`src/rtl/button_pkg.sv`:
```
// Shared types and default thresholds for the button gesture decoder family.
package button_pkg;

  typedef enum logic [2:0] {
    StIdle          = 3'd0,
    StPressed       = 3'd1,
    StLongHeld      = 3'd2,
    StWaitSecond    = 3'd3,
    StSecondPressed = 3'd4
  } gesture_state_t;

  localparam int unsigned DefTickDiv     = 10000;
  localparam int unsigned DefLongTicks   = 100;
  localparam int unsigned DefDoubleTicks = 30;
  localparam int unsigned DefRepeatTicks = 20;

  // Largest of three thresholds; sizes the shared tick timer.
  function automatic int unsigned max3(input int unsigned a, input int unsigned b,
                                       input int unsigned c);
    int unsigned m;
    m = (a > b) ? a : b;
    return (m > c) ? m : c;
  endfunction

endpackage

```
`src/rtl/tick_prescaler.sv`:
```
// Free-running clock divider: one-cycle tick every TICK_DIV clk cycles.
module tick_prescaler #(
  parameter int unsigned TICK_DIV = 10000
) (
  input  logic clk,
  input  logic rst,
  output logic tick_o
);

  localparam int unsigned CntW = (TICK_DIV > 1) ? $clog2(TICK_DIV) : 1;
  localparam logic [CntW-1:0] CntMax = CntW'(TICK_DIV - 1);

  logic [CntW-1:0] cnt_q, cnt_d;

  // Tick on the last count of each period, then wrap to zero.
  always_comb begin
    tick_o = (cnt_q == CntMax);
    cnt_d  = tick_o ? '0 : cnt_q + CntW'(1);
  end

  // Count register, cleared by synchronous reset.
  always_ff @(posedge clk) begin
    if (rst) begin
      cnt_q <= '0;
    end else begin
      cnt_q <= cnt_d;
    end
  end

endmodule

```
`src/rtl/button_gesture_decoder.sv`:
```
// Turns debounced press/release pulses into short, double, long and repeat gesture pulses.
module button_gesture_decoder
  import button_pkg::*;
#(
  parameter int unsigned TICK_DIV     = DefTickDiv,
  parameter int unsigned LONG_TICKS   = DefLongTicks,
  parameter int unsigned DOUBLE_TICKS = DefDoubleTicks,
  parameter int unsigned REPEAT_TICKS = DefRepeatTicks,
  parameter int unsigned TIMER_WIDTH  = $clog2(max3(LONG_TICKS, DOUBLE_TICKS, REPEAT_TICKS) + 1)
) (
  input  logic clk,
  input  logic rst,
  input  logic btn_level_i,
  input  logic btn_rise_i,
  input  logic btn_fall_i,
  output logic short_press_o,
  output logic double_press_o,
  output logic long_press_o,
  output logic repeat_press_o,
  output logic busy_o
);

  localparam int unsigned Tw = TIMER_WIDTH;
  // A threshold fires on the tick that lifts the timer from N-1 to N.
  localparam logic [Tw-1:0] LongM1   = Tw'(LONG_TICKS - 1);
  localparam logic [Tw-1:0] DoubleM1 = Tw'(DOUBLE_TICKS - 1);
  localparam logic [Tw-1:0] RepeatM1 = Tw'(REPEAT_TICKS - 1);

  // Level is not needed: the FSM only leaves idle on a rise, so a button held
  // through reset can never produce a gesture.
  logic unused_level;
  assign unused_level = btn_level_i;

  logic tick;

  tick_prescaler #(
    .TICK_DIV(TICK_DIV)
  ) u_prescaler (
    .clk    (clk),
    .rst    (rst),
    .tick_o (tick)
  );

  gesture_state_t  state_q, state_d;
  logic [Tw-1:0]   timer_q, timer_d, timer_inc;
  logic            short_q, short_d;
  logic            double_q, double_d;
  logic            long_q, long_d;
  logic            repeat_q, repeat_d;
  logic            busy_q;
  logic            rise_ev, fall_ev;
  logic            long_fire, double_fire, repeat_fire;

  // Edge qualification, saturating timer increment and threshold detection.
  always_comb begin
    // Simultaneous rise and fall cancel each other out.
    rise_ev     = btn_rise_i & ~btn_fall_i;
    fall_ev     = btn_fall_i & ~btn_rise_i;
    timer_inc   = (&timer_q) ? timer_q : timer_q + Tw'(1);
    long_fire   = tick && (timer_q == LongM1);
    double_fire = tick && (timer_q == DoubleM1);
    repeat_fire = tick && (timer_q == RepeatM1);
  end

  // Next-state and pulse decode; edges win over thresholds in the same cycle.
  always_comb begin
    state_d  = state_q;
    timer_d  = tick ? timer_inc : timer_q;
    short_d  = 1'b0;
    double_d = 1'b0;
    long_d   = 1'b0;
    repeat_d = 1'b0;
    unique case (state_q)
      StIdle: begin
        if (rise_ev) begin
          state_d = StPressed;
          timer_d = '0;
        end
      end
      StPressed: begin
        if (fall_ev) begin
          state_d = StWaitSecond;
          timer_d = '0;
        end else if (long_fire) begin
          state_d = StLongHeld;
          timer_d = '0;
          long_d  = 1'b1;
        end
      end
      StLongHeld: begin
        if (fall_ev) begin
          state_d = StIdle;
          timer_d = '0;
        end else if (repeat_fire) begin
          timer_d  = '0;
          repeat_d = 1'b1;
        end
      end
      StWaitSecond: begin
        if (rise_ev) begin
          state_d = StSecondPressed;
          timer_d = '0;
        end else if (double_fire) begin
          state_d = StIdle;
          timer_d = '0;
          short_d = 1'b1;
        end
      end
      StSecondPressed: begin
        if (fall_ev) begin
          state_d  = StIdle;
          timer_d  = '0;
          double_d = 1'b1;
        end
      end
      default: begin
        state_d = StIdle;
        timer_d = '0;
      end
    endcase
  end

  // State, timer and registered outputs; reset aborts any gesture in flight.
  always_ff @(posedge clk) begin
    if (rst) begin
      state_q  <= StIdle;
      timer_q  <= '0;
      short_q  <= 1'b0;
      double_q <= 1'b0;
      long_q   <= 1'b0;
      repeat_q <= 1'b0;
      busy_q   <= 1'b0;
    end else begin
      state_q  <= state_d;
      timer_q  <= timer_d;
      short_q  <= short_d;
      double_q <= double_d;
      long_q   <= long_d;
      repeat_q <= repeat_d;
      busy_q   <= (state_d != StIdle);
    end
  end

  assign short_press_o  = short_q;
  assign double_press_o = double_q;
  assign long_press_o   = long_q;
  assign repeat_press_o = repeat_q;
  assign busy_o         = busy_q;

endmodule

```
`config.mk`:
```
export PLATFORM = sky130hd
export DESIGN_NAME = button_gesture_decoder
export DESIGN_NICKNAME = d
export VERILOG_FILES = /design/src/rtl/button_pkg.sv /design/src/rtl/tick_prescaler.sv /design/src/rtl/button_gesture_decoder.sv
export SDC_FILE = /design/constraint.sdc
export NUM_CORES = 1
export LEC_CHECK = 0
export BUFFER_PORTS_ARGS = -buffer_cell sky130_fd_sc_hd__buf_2
export CORE_MARGIN = 10
export CORE_UTILIZATION = 60
export DETAILED_ROUTE_END_ITERATION = 7
export GPL_TIMING_DRIVEN = 0
export HOLD_SLACK_MARGIN = 0.03
export PLACE_DENSITY = 0.78
export SYNTH_ARGS = -nofsm -noshare
export SYNTH_HDL_FRONTEND = slang
export SYNTH_HIERARCHICAL = 1
export SYNTH_SLANG_ARGS = --single-unit
```
`constraint.sdc`:
```
create_clock -name clk -period 5.54 [get_ports clk]
set_input_delay 0.831 -clock clk [delete_from_list [all_inputs] [get_ports clk]]
set_output_delay 0.831 -clock clk [all_outputs]
set_load 0.05 [all_outputs]
```
==> summary.md, run 1 <==
| Metric | Value |
|---|---|
| Clk_lat worst skew | `0.33 ns` |
| Slew headroom | `62.20%` |
| Pre-CTS WS | `3.015 ns` |
| Sequential fraction of the synthesis area | `40.14%` |
| DR WL/cell | `13.77 µm` |
| PwrDens | `234.5 nW/µm²` |
| Crit-path max cell delay | `0.54 ns` |
| Synth warn | `6` |
| Final ANT Viol Nets | `0` |
| Synth area leaders | `dfxtp_1 40%, xnor2_1 6.7%, nor2_1 6.0%` |
| Worst-path clk slew | `0.10 ns` |
| Status | `complete, no violations` |
| Clock Sink Count | `29` |
| CP Buf/Inv Count | `0` |
| Fraction of synthesized cell area taken by the top area cell type | `40.14%` |
| Fmax | `0.3877 GHz` |
| Final Slew Violations | `0` |
| Total wire length | `2823 µm` |
| Vias after detailed routing | `1197` |
| Mapped Nets | `169` |
| Maximum vdd drop | `0.0001903 V` |
| Core Area | `2255 µm²` |
| Post-DP HPWL | `2023 µm` |
| Drt initial violations | `108` |
| Startpoint types | `register` |
| Simple-Gate Fraction of Synth Area | `28.72%` |
| Placed cells | `197` |
| Kind of critical path | `register to register` |
| Final setup viols | `0` |
| # hold bufs at CTS | `0` |
| Max-cap violation count | `0` |
| Number of synthesized flops with an enable pin | `0` |
| Worst EP arrival | `2.78 ns` |
| Post-CTS Resized | `0` |
| Gr ovfl total | `0` |
| Largest family of logic cells by synthesized area | `simple AND/OR/NAND/NOR gates` |
| Final critical-path setup slack | `2.961 ns` |
| Period utilisation layout | `46.56%` |
| Xor/xnor cell area share of the yosys netlist | `9.689%` |
| Worst Setup End Kind | `register` |
| Hold Path Class | `register to register` |
| Synth Instances | `161` |
| H-tree lvl count | `2` |
| Min Clock Period, post-route | `2.579 ns` |
| Required time of the critical path | `5.74 ns` |
| Yosys reg bits | `29` |
| Die H | `69.10 µm` |
| Max Root-Sink Buffers | `2` |
| CTS Root Cell | `clkbuf_4` |
| Die footprint | `4775 µm²` |
| Adder-cell share of the synthesized area | `2.595%` |
| Area leader, netlist | `dfxtp_1` |
| Slowest-stage cell, CP | `nor4_2` |
| Final-layout fill cell count | `207` |
| Synthesized area | `1446 µm²` |
| Worst Max-Slew Pin Slew | `0.5624 ns` |
| Top_reg_cell synth | `dfxtp_1` |
| Fraction of layout instances using a drive strength above 1 | `18.08%` |
| Clock skew | `0.008638 ns` |
| Leakage | `0.5773 nW` |
| Vias in the first global route | `1081` |
| Mean Syn Cell Area | `8.984 µm²` |
| CTS Buf Count | `5` |
| Compound-Gate Fraction of Synth Area | `14.88%` |
| Total track usage | `11.55%` |
| Initial antenna violation count | `0` |
| Crit-path max FO | `7` |
| CTS tree | `done` |
| Initial Utilization | `64.15%` |
| Drt pass-1 iters | `4` |
| Area Growth Syn to Fin | `8.996%` |
| DRC Markers | `0` |
| Tot Pwr | `0.0003697 W` |
| Die X-Extent | `69.10 µm` |
| Setup Buffers After CTS | `0` |
| Largest net degree at the start of global routing | `11` |
| Final cell count without fillers | `205` |
| Ant. Diodes | `0` |
| Setup TNS | `0 ns` |
| Via-per-instance ratio | `5.839` |
| Post-synth ARST share | `0%` |
| I/O pin count | `10` |
| Fin util | `69.92%` |
| RSZ-0062 raised after global routing | `no` |
| Mux cell area share after synthesis | `0.7785%` |
| CP delay by family, top | `simple AND/OR/NAND/NOR gates` |
| Yosys cell types | `46` |
| Net count, final | `184` |
| Global placer's final weighted congestion | `0.8495` |
| First-pass GRT wire length | `4754 µm` |
| Row count | `17` |
| Buffers on Ports | `8` |
| Final hold vios | `0` |
| Worst-path cell chain | `or4_1 -> nor4_2 -> and4b_2 -> o22ai_1 -> a22oi_2 -> a21oi_1` |
[logic make-up (layout without fill, tap and decap cells)]
kind of cell | after synthesis | after routing
buffers and inverters | 9 | 25
muxes | 1 | 1
xor gates and xnor gates | 16 | 16
adders and majority gates | 3 | 3
AOI/OAI and AO/OA | 28 | 28
and+or+nand+nor | 75 | 75
DFF | 29 | 29
[cells in the final DEF (no fill, tap or decap), drive strengths merged, types with 6 or more instances in the layout]
cell type	n
inv	6
dfxtp	29
buf	11
nor2	23
a21oi	9
and3	6
nor3	8
nand3	6
nand2	6
xnor2	11
[routing by layer]
| layer | track usage [%] | part of all wire [%] | vias up | wire, µm |
|---|---|---|---|---|
| met5 | 0 | 0 | - | 0 |
| met4 | 3.991 | 1.1 | 0 | 31 |
| met3 | 5.136 | 4.8 | 6 | 136 |
| met2 | 16.53 | 44 | 25 | 1234 |
| met1 | 14.82 | 50 | 563 | 1421 |
| li1 | - | - | 603 | - |
[sequential cells by signal, summed over array words and instances (netlist names)]
name and flops:
busy_o 1, double_press_o 1, long_press_o 1, repeat_press_o 1, short_press_o 1, state_q 3
timer_q 7, u_prescaler/cnt_q 14
[cells in the mapped netlist (2+ instances only)]
cell      count
ha_1          3
nand2b_1      3
a21oi_1       9
and3_1        5
nand2_1       6
o21ai_0       2
nor3_1        8
and2_1        2
a21o_1        2
xor2_1        5
nor3b_1       2
a211oi_1      3
dfxtp_1      29
xnor2_1      11
inv_1         6
o21bai_1      2
nand3_1       6
nor2_1       23
nor4_1        2
or2_2         2
nand4_1       5
[power by group]
part	internal, W	leakage (nW)	total [W]	switching (W)
Clock	0.0000477	0.0310	0.000126	0.0000784
Combinational	0.0000106	0.312	0.0000283	0.0000176
Sequential	0.000212	0.235	0.000215	0.00000360
[final timing paths]
kind | startpoint | endpoint | slack, ns | depth (start not counted)
setup / recovery | u_prescaler/cnt_q[5] | timer_q[1] | 2.96 | 6
setup reg to reg | u_prescaler/cnt_q[5] | timer_q[1] | 2.96 | 6
hold reg to reg | u_prescaler/cnt_q[0] | u_prescaler/cnt_q[0] | 0.48 | 1
hold / removal | u_prescaler/cnt_q[0] | u_prescaler/cnt_q[0] | 0.48 | 1
[worst reg2reg max path, stage by stage (launching register included)]
cell and delay (ns):
dfxtp_1 0.38, or4_1 0.53, nor4_2 0.54, and4b_2 0.35, o22ai_1 0.11, a22oi_2 0.41
a21oi_1 0.13
[per-stage QoR]
stage               area [µm²]  hold slack, ns
floorplan                 1446          0.4294
global placement          1521          0.4479
detailed placement        1521          0.4591
CTS                       1577          0.4836
global route              1577          0.5023
finish                    1577          0.4788
[layout make-up]
type / instances / area [µm²] / area share (%)
clock inverter: 3 / 17.52 / 1.111
timing repair buffer: 8 / 40.04 / 2.540
inverter: 6 / 22.52 / 1.429
sequential: 29 / 580.6 / 36.83
tap: 28 / 35.03 / 2.222
clock buffer: 5 / 37.54 / 2.381
multi-input combinational: 123 / 819.5 / 51.98
buffer: 3 / 23.77 / 1.508
Power figures use the tool's default switching activity.
==> run 2: changes to the inputs <==
--- a/config.mk
+++ b/config.mk
@@ -5,13 +5,14 @@
 export SDC_FILE = /design/constraint.sdc
 export NUM_CORES = 1
 export LEC_CHECK = 0
+export ABC_AREA = 1
 export BUFFER_PORTS_ARGS = -buffer_cell sky130_fd_sc_hd__buf_2
 export CORE_MARGIN = 10
-export CORE_UTILIZATION = 60
+export CORE_UTILIZATION = 59
 export DETAILED_ROUTE_END_ITERATION = 7
 export GPL_TIMING_DRIVEN = 0
 export HOLD_SLACK_MARGIN = 0.03
-export PLACE_DENSITY = 0.78
+export PLACE_DENSITY = 0.77
 export SYNTH_ARGS = -nofsm -noshare
 export SYNTH_HDL_FRONTEND = slang
 export SYNTH_HIERARCHICAL = 1
==> constraint.sdc (replaced) <==
create_clock -name clk -period 2.5 [get_ports clk]
set_input_delay 0.375 -clock clk [delete_from_list [all_inputs] [get_ports clk]]
set_output_delay 0.375 -clock clk [all_outputs]
set_load 0.05 [all_outputs]
==> run 2 against run 1 <==
Fmax increased by 16%. Critical path depth grew 6. Combinational power rose by 150%. Total power is 140% higher. Cell count increased by 33%. Non-clock buffer count is 1 lower. Die area up 6.0%. Worst hold slack worse by 0.20 ns. Sequential share of layout area shrank 2.5 points. Sequential cell count stayed put. Design area is 7.3% higher. Critical endpoint is now timer_q[4]. Largest cell class unchanged. Largest power group unchanged. Highest routed layer unchanged.
==> summary.md, run 2 <==
| Metric | Value |
|---|---|
| Status | `complete, no violations` |
| Synth cell count leaders | `53 x nand2_1, 33 x nor2_1, 32 x inv_1, 29 x dfxtp_1, 22 x nand3_1` |
| Post-synth ARST share | `0% (unchanged)` |
| Area leader, netlist | `dfxtp_1` |
| Worst Max-Slew Pin Slew | `0.3523 ns (-0.2101 ns)` |
| CTS Buf Count | `5 (unchanged)` |
| Worst-path cell chain | `ha_1 -> nand3_1 -> or2_1 -> nor3_1 -> buf_6 -> nand2_1 -> nor2_1 -> nand2_1 -> a21oi_2 -> nand3_2 -> nand2_4 -> nor2_1` |
| Total wire length | `3043 µm (+7.8%)` |
| DR WL/cell | `11.15 µm (-19%)` |
| Initial antenna violation count | `0 (unchanged)` |
| Synth Instances | `227 (+41%)` |
| Die H | `71.16 µm (+3.0%)` |
| Final hold vios | `0 (unchanged)` |
| Drt initial violations | `89 (-18%)` |
| Final ANT Viol Nets | `0 (unchanged)` |
| Buffers on Ports | `8 (unchanged)` |
| Die X-Extent | `71.16 µm (+3.0%)` |
| CTS Root Cell | `clkbuf_4` |
| Kind of critical path | `register to register` |
| Top reg by flops | `u_prescaler/cnt_q` |
| Maximum vdd drop | `0.0004919 V (+160%)` |
| Count leader, synth | `nand2_1` |
| Post-CTS Resized | `0 (unchanged)` |
| Slew headroom | `76.43% (+14 points)` |
| Setup TNS | `0 ns (unchanged)` |
| Clk_lat worst skew | `0.33 ns (about the same)` |
| Mapped Nets | `235 (+39%)` |
| Worst Hold End | `repeat_press_o` |
| Setup Buffers After CTS | `0 (unchanged)` |
| Synth warn | `6 (unchanged)` |
| Row count | `18 (+1)` |
| Top_reg_cell synth | `dfxtp_1` |
| Synth area leaders | `dfxtp_1 38%, nand2_1 13%, nor2_1 8.0%` |
| Final Slew Violations | `0 (unchanged)` |
| Initial Utilization | `62.32% (-1.8 points)` |
| Period utilisation layout | `88.79% (+42 points)` |
| Fraction of synthesized cell area taken by the top area cell type | `37.60% (-2.5 points)` |
| Largest net degree at the start of global routing | `11 (unchanged)` |
| First-pass GRT wire length | `5202 µm (+9.4%)` |
| Number of synthesized flops with an enable pin | `0 (unchanged)` |
| Slowest-stage cell, CP | `dfxtp_1` |
| Area Growth Syn to Fin | `9.562%` |
| Reg2reg start | `u_prescaler/cnt_q[0]` |
| Pre-CTS WS | `0.3103 ns (-2.705 ns)` |
| Regs by FF count | `u_prescaler/cnt_q (14), timer_q (7), state_q (3)` |
| Design Area, Final | `1692 µm² (+7.3%)` |
| Worst Setup End Kind | `register` |
| Clock skew | `0.006752 ns (-0.001886 ns)` |
| Worst-path clk slew | `0.09 ns (about the same)` |
| Drt pass-1 iters | `4 (unchanged)` |
| Via-per-instance ratio | `5.168 (-11%)` |
| Mean Syn Cell Area | `6.802 µm² (-24%)` |
| DP Area | `1622 µm² (+6.6%)` |
| Hold Path Class | `input port to register` |
| Min Clock Period, post-route | `2.220 ns (-0.3594 ns)` |
| Most common cell after layout, fill and taps aside | `nand2_1` |
| RSZ-0062 raised after global routing | `no` |
| Final critical-path setup slack | `0.2801 ns (-2.681 ns)` |
| Clock Sink Count | `29 (unchanged)` |
| Final setup viols | `0 (unchanged)` |
| I/O pin count | `10 (unchanged)` |
| Total track usage | `12.26% (+0.71 points)` |
| Fmax | `0.4505 GHz (+16%)` |
| Sequential fraction of the synthesis area | `37.60% (-2.5 points)` |
| PwrDens | `519.4 nW/µm² (+120%)` |
| Yosys cell types | `24 (-48%)` |
| Worst EP arrival | `2.45 ns (-0.33 ns)` |
| Required time of the critical path | `2.73 ns (-3.01 ns)` |
| Worst R2R End | `timer_q[4]` |
| Fraction of layout instances using a drive strength above 1 | `14.81% (-3.3 points)` |
| Max reg flops | `14 (unchanged)` |
| H-tree lvl count | `2 (unchanged)` |
| Net count, final | `250 (+36%)` |
| Crit-path max cell delay | `0.38 ns (-0.16 ns)` |
| Post-DP HPWL | `2339 µm (+16%)` |
| Startpoint types | `register` |
| Reg2Reg Depth | `12 (+6)` |
| Leakage | `0.7099 nW (+23%)` |
| # hold bufs at CTS | `0 (unchanged)` |
| Yosys reg bits | `29 (unchanged)` |
| DRC Markers | `0 (unchanged)` |
| Most frequent cells in the layout | `53 x nand2_1, 33 x nor2_1, 32 x inv_1` |
| Global placer's final weighted congestion | `0.8759 (+3.1%)` |
| Vias in the first global route | `1274 (+18%)` |
| Synthesized area | `1544 µm² (+6.7%)` |
| Max Root-Sink Buffers | `2 (unchanged)` |
| Gr ovfl total | `0 (unchanged)` |
| Hold path start | `rst` |
| Die footprint | `5063 µm² (+6.0%)` |
| CTS tree | `done` |
| Vias after detailed routing | `1411 (+18%)` |
| Crit-path max FO | `9 (+2)` |
| Ant. Diodes | `0 (unchanged)` |
| Max-cap violation count | `0 (unchanged)` |
| Reg-to-reg slack, setup | `0.28 ns (-2.68 ns)` |
| WHS Path Cells | `2 (+1)` |
| Core Area | `2477 µm² (+9.9%)` |
-- run 2: worst max path at each step --
stage                            end            startpoint  slack [ns]  cells after the start
after global routing      timer_q[3]  u_prescaler/cnt_q[0]        0.06                     12
after global placement    timer_q[4]  u_prescaler/cnt_q[0]        0.34                     12
after CTS                 timer_q[4]  u_prescaler/cnt_q[0]        0.28                     12
after detailed placement  timer_q[4]  u_prescaler/cnt_q[0]        0.31                     12
after floorplan           timer_q[3]  u_prescaler/cnt_q[0]        0.56                     12
final                     timer_q[4]  u_prescaler/cnt_q[0]        0.28                     12
-- run 2: critical path: cells and delay by family, from the launching register on --
| kind | cells | cell delay, ns |
|---|---|---|
| flops | 1 | 0.38 |
| compound gates | 1 | 0.14 |
| buf+inv | 1 | 0.17 |
| fa+ha+maj | 1 | 0.22 |
| simple gates | 9 | 1.22 |
-- run 2: final cells by class --
cell class | instances | area [µm²]
Timing Repair Buffer | 8 | 40.04
Inverter | 34 | 127.6
Fill cell | 232 | 785.8
Buffer | 2 | 22.52
Tap cell | 30 | 37.54
Clock buffer | 7 | 65.06
Sequential cell | 29 | 580.6
Clock inverter | 1 | 5.005
Multi-Input combinational cell | 162 | 813.3
-- run 2: per-stage QoR --
| stage | hold WS, ns | total power, W | utilization [%] | std cells |
|---|---|---|---|---|
| CTS | 0.2702 | 0.0008839 | 68.28 | 273 |
| global placement | 0.4427 | 0.0005546 | 65.45 | 265 |
| floorplan | 0.4296 | 0.0005407 | - | 227 |
| finish | 0.2790 | 0.0008786 | 68.28 | 273 |
| global route | 0.2759 | 0.0009122 | 68.28 | 273 |
| detailed placement | 0.4558 | 0.0005566 | 65.45 | 265 |
-- run 2: logic make-up after synthesis --
| kind of cell | synth area share [%] |
|---|---|
| AOI/OAI and AO/OA | 5.106 |
| xor gates and xnor gates | 3.971 |
| adders and majority gates | 2.431 |
| buffers and inverters | 9.725 |
| DFF | 37.60 |
| and+or+nand+nor | 41.17 |
-- run 2: where the power goes --
group	total, W	switching [W]	internal, W	leakage [nW]
Sequential	0.000477	0.00000651	0.000470	0.235
Clock	0.000332	0.000170	0.000163	0.0413
Combinational	0.0000696	0.0000473	0.0000223	0.434
-- run 2: routing by layer --
| layer | GRT usage (%) | up-vias | share of wire [%] |
|---|---|---|---|
| met5 | 0 | - | 0 |
| met4 | 7.527 | 0 | 1.4 |
| met3 | 3.487 | 7 | 3.3 |
| met2 | 19.71 | 21 | 49 |
| met1 | 13.94 | 637 | 47 |
| li1 | - | 746 | - |
==> run 3: changes to the inputs <==
--- a/config.mk
+++ b/config.mk
@@ -6,13 +6,13 @@
 export NUM_CORES = 1
 export LEC_CHECK = 0
 export ABC_AREA = 1
-export BUFFER_PORTS_ARGS = -buffer_cell sky130_fd_sc_hd__buf_2
 export CORE_MARGIN = 10
-export CORE_UTILIZATION = 59
+export CORE_UTILIZATION = 60
 export DETAILED_ROUTE_END_ITERATION = 7
+export DONT_BUFFER_PORTS = 1
 export GPL_TIMING_DRIVEN = 0
 export HOLD_SLACK_MARGIN = 0.03
-export PLACE_DENSITY = 0.77
+export PLACE_DENSITY = 0.75
 export SYNTH_ARGS = -nofsm -noshare
 export SYNTH_HDL_FRONTEND = slang
 export SYNTH_HIERARCHICAL = 1
==> run 3 against run 2 <==
Fmax decreased by 0.12%. Sequential share of layout area increased by 0.52 points. Utilization decreased by 1.0 points. Worst hold slack got worse by 0.16 ns. Clock skew about the same. Critical path type unchanged.
==> summary.md, run 3 (synthesis gave the netlist of run 2 again) <==
| Metric | Value |
|---|---|
| Status | `complete, no violations` |
| Setup Buffers After CTS | `0 (unchanged)` |
| CTS tree | `done` |
| Post-CTS Resized | `0 (unchanged)` |
| Area occupied by multi-input gates | `813.3 µm² (unchanged)` |
| Vias in the first global route | `1315 (+3.2%)` |
| Total track usage | `13.27% (+1.0 points)` |
| Crit-path max FO | `9 (unchanged)` |
| Min Clock Period, post-route | `2.222 ns (+0.002607 ns)` |
| Most common cell after layout, fill and taps aside | `nand2_1` |
| First-pass GRT wire length | `5568 µm (+7.0%)` |
| Largest net degree at the start of global routing | `11 (unchanged)` |
| Initial antenna violation count | `0 (unchanged)` |
| Maximum vdd drop | `0.0005632 V (+14%)` |
| Final hold vios | `0 (unchanged)` |
| Clk_lat worst skew | `0.33 ns (about the same)` |
| Final Slew Violations | `0 (unchanged)` |
| Post-DP HPWL | `2393 µm (+2.3%)` |
| Buffers on Ports | `0 (-8)` |
| Total wire length | `3114 µm (+2.3%)` |
| Drt initial violations | `66 (-26%)` |
| Worst EP arrival | `2.45 ns (about the same)` |
| Row count | `18 (unchanged)` |
| Regs by FF count | `u_prescaler/cnt_q (14), timer_q (7), state_q (3)` |
| Leakage | `0.6751 nW (-4.9%)` |
| PwrDens | `562.4 nW/µm² (+8.3%)` |
| Most frequent cells in the layout | `53 x nand2_1, 33 x nor2_1, 32 x inv_1` |
| Busiest grt layer | `met2` |
| DR WL/cell | `11.75 µm (+5.4%)` |
| Ant. Diodes | `0 (unchanged)` |
| I/O pin count | `10 (unchanged)` |
| Clock skew | `0.006513 ns (-0.0002390 ns)` |
| H-tree lvl count | `2 (unchanged)` |
| Clock Sink Count | `29 (unchanged)` |
| Max reg flops | `14 (unchanged)` |
| Global placer's final weighted congestion | `0.8650 (-1.2%)` |
| Top reg by flops | `u_prescaler/cnt_q` |
| Final ANT Viol Nets | `0 (unchanged)` |
| Final-layout fill cell count | `241 (+3.9%)` |
| GR Util met1 | `14.65% (+0.71 points)` |
| Fmax | `0.4500 GHz (-0.12%)` |
| Drt pass-1 iters | `4 (unchanged)` |
| Via-per-instance ratio | `5.170 (about the same)` |
| Die H | `70.73 µm (-0.60%)` |
| Worst Max-Slew Pin Slew | `0.4968 ns (+0.1446 ns)` |
| CP delay by family, top | `simple AND/OR/NAND/NOR gates` |
| RSZ-0062 raised after global routing | `no` |
| Slowest-stage cell, CP | `dfxtp_1` |
| Period utilisation layout | `88.90% (+0.10 points)` |
| CTS Root Cell | `clkbuf_4` |
| Startpoint types | `register` |
| Die X-Extent | `70.73 µm (-0.60%)` |
| Kind of critical path | `register to register` |
| Grt met3 use | `5.160% (+1.7 points)` |
| Die footprint | `5002 µm² (-1.2%)` |
| Worst-path clk slew | `0.09 ns (about the same)` |
| CTS Buf Count | `5 (unchanged)` |
| Max Root-Sink Buffers | `2 (unchanged)` |
| Worst-path cell chain | `ha_1 -> nand3_1 -> or2_1 -> nor3_1 -> buf_6 -> nand2_1 -> nor2_1 -> nand2_1 -> a21oi_2 -> nand3_2 -> nand2_4 -> nor2_1` |
| CP Buf/Inv Count | `1 (unchanged)` |
| Fin util | `67.27% (-1.0 points)` |
| Area Growth Syn to Fin | `7.942%` |
| DRC Markers | `0 (unchanged)` |
| Final setup viols | `0 (unchanged)` |
| Met2 Use GR | `21.86% (+2.2 points)` |
| FF/Latch Area | `580.6 µm² (unchanged)` |
| Slew headroom | `66.83% (-9.6 points)` |
| Hold path start | `rst` |
| Max-cap violation count | `0 (unchanged)` |
| # hold bufs at CTS | `0 (unchanged)` |
| Hold Path Class | `input port to register` |
| Net count, final | `242 (-3.2%)` |
| Reg2reg start | `u_prescaler/cnt_q[0]` |
| Fraction of layout instances using a drive strength above 1 | `11.49% (-3.3 points)` |
| Crit-path max cell delay | `0.38 ns (about the same)` |
| Initial Utilization | `62.32% (unchanged)` |
| Worst Setup End Kind | `register` |
| Required time of the critical path | `2.73 ns (about the same)` |
| Vias after detailed routing | `1370 (-2.9%)` |
| CP Launch Point | `u_prescaler/cnt_q[0]` |
| Core Area | `2477 µm² (unchanged)` |
| Setup TNS | `0 ns (unchanged)` |
| Gr ovfl total | `0 (unchanged)` |
==> run 3: cell type report <==
type                    instances  area share, %
plain buffers                   2          1.351
flip-flops and latches         29          34.83
clock buffers                   7          3.303
inverters                      34          7.658
well taps                      30          2.252
multi-input cells             162          48.80
clock inverters                 1          1.802
==> run 3: power by group <==
part / switching, W / leakage (nW) / internal, W
registers: 0.0000150 / 0.235 / 0.000470
logic: 0.0000373 / 0.395 / 0.0000193
clock network: 0.000157 / 0.0455 / 0.000239
total: 0.000209 / 0.675 / 0.000728
==> run 3: per-stage QoR <==
stage                     hold slack [ns]  instance area, µm²  instances  setup slack (ns)   power, W
after CTS                         0.09977                1667        265            0.2764  0.0009517
after floorplan                    0.4296                1544        227            0.5610  0.0005407
final                              0.1180                1667        265            0.2775  0.0009374
after global placement             0.4388                1582        257            0.3490  0.0005491
after global routing              0.09339                1667        265           0.07116  0.0009822
after detailed placement           0.4535                1582        257            0.2974  0.0005517
==> run 3: worst paths after layout <==
check                              end  slack (ns)  depth (start not counted)
hold reg to reg   u_prescaler/cnt_q[0]        0.47                          1
setup / recovery            timer_q[2]        0.28                         12
hold / removal          repeat_press_o        0.12                          1
setup reg to reg            timer_q[2]        0.28                         12
==> run 3: metal layers <==
| layer | part of all wire (%) | wire length [µm] | vias up |
|---|---|---|---|
| li1 | - | - | 722 |
| met1 | 46 | 1433 | 625 |
| met2 | 48 | 1503 | 19 |
| met3 | 4.4 | 136 | 4 |
| met4 | 1.3 | 40 | 0 |
| met5 | 0 | 0 | - |
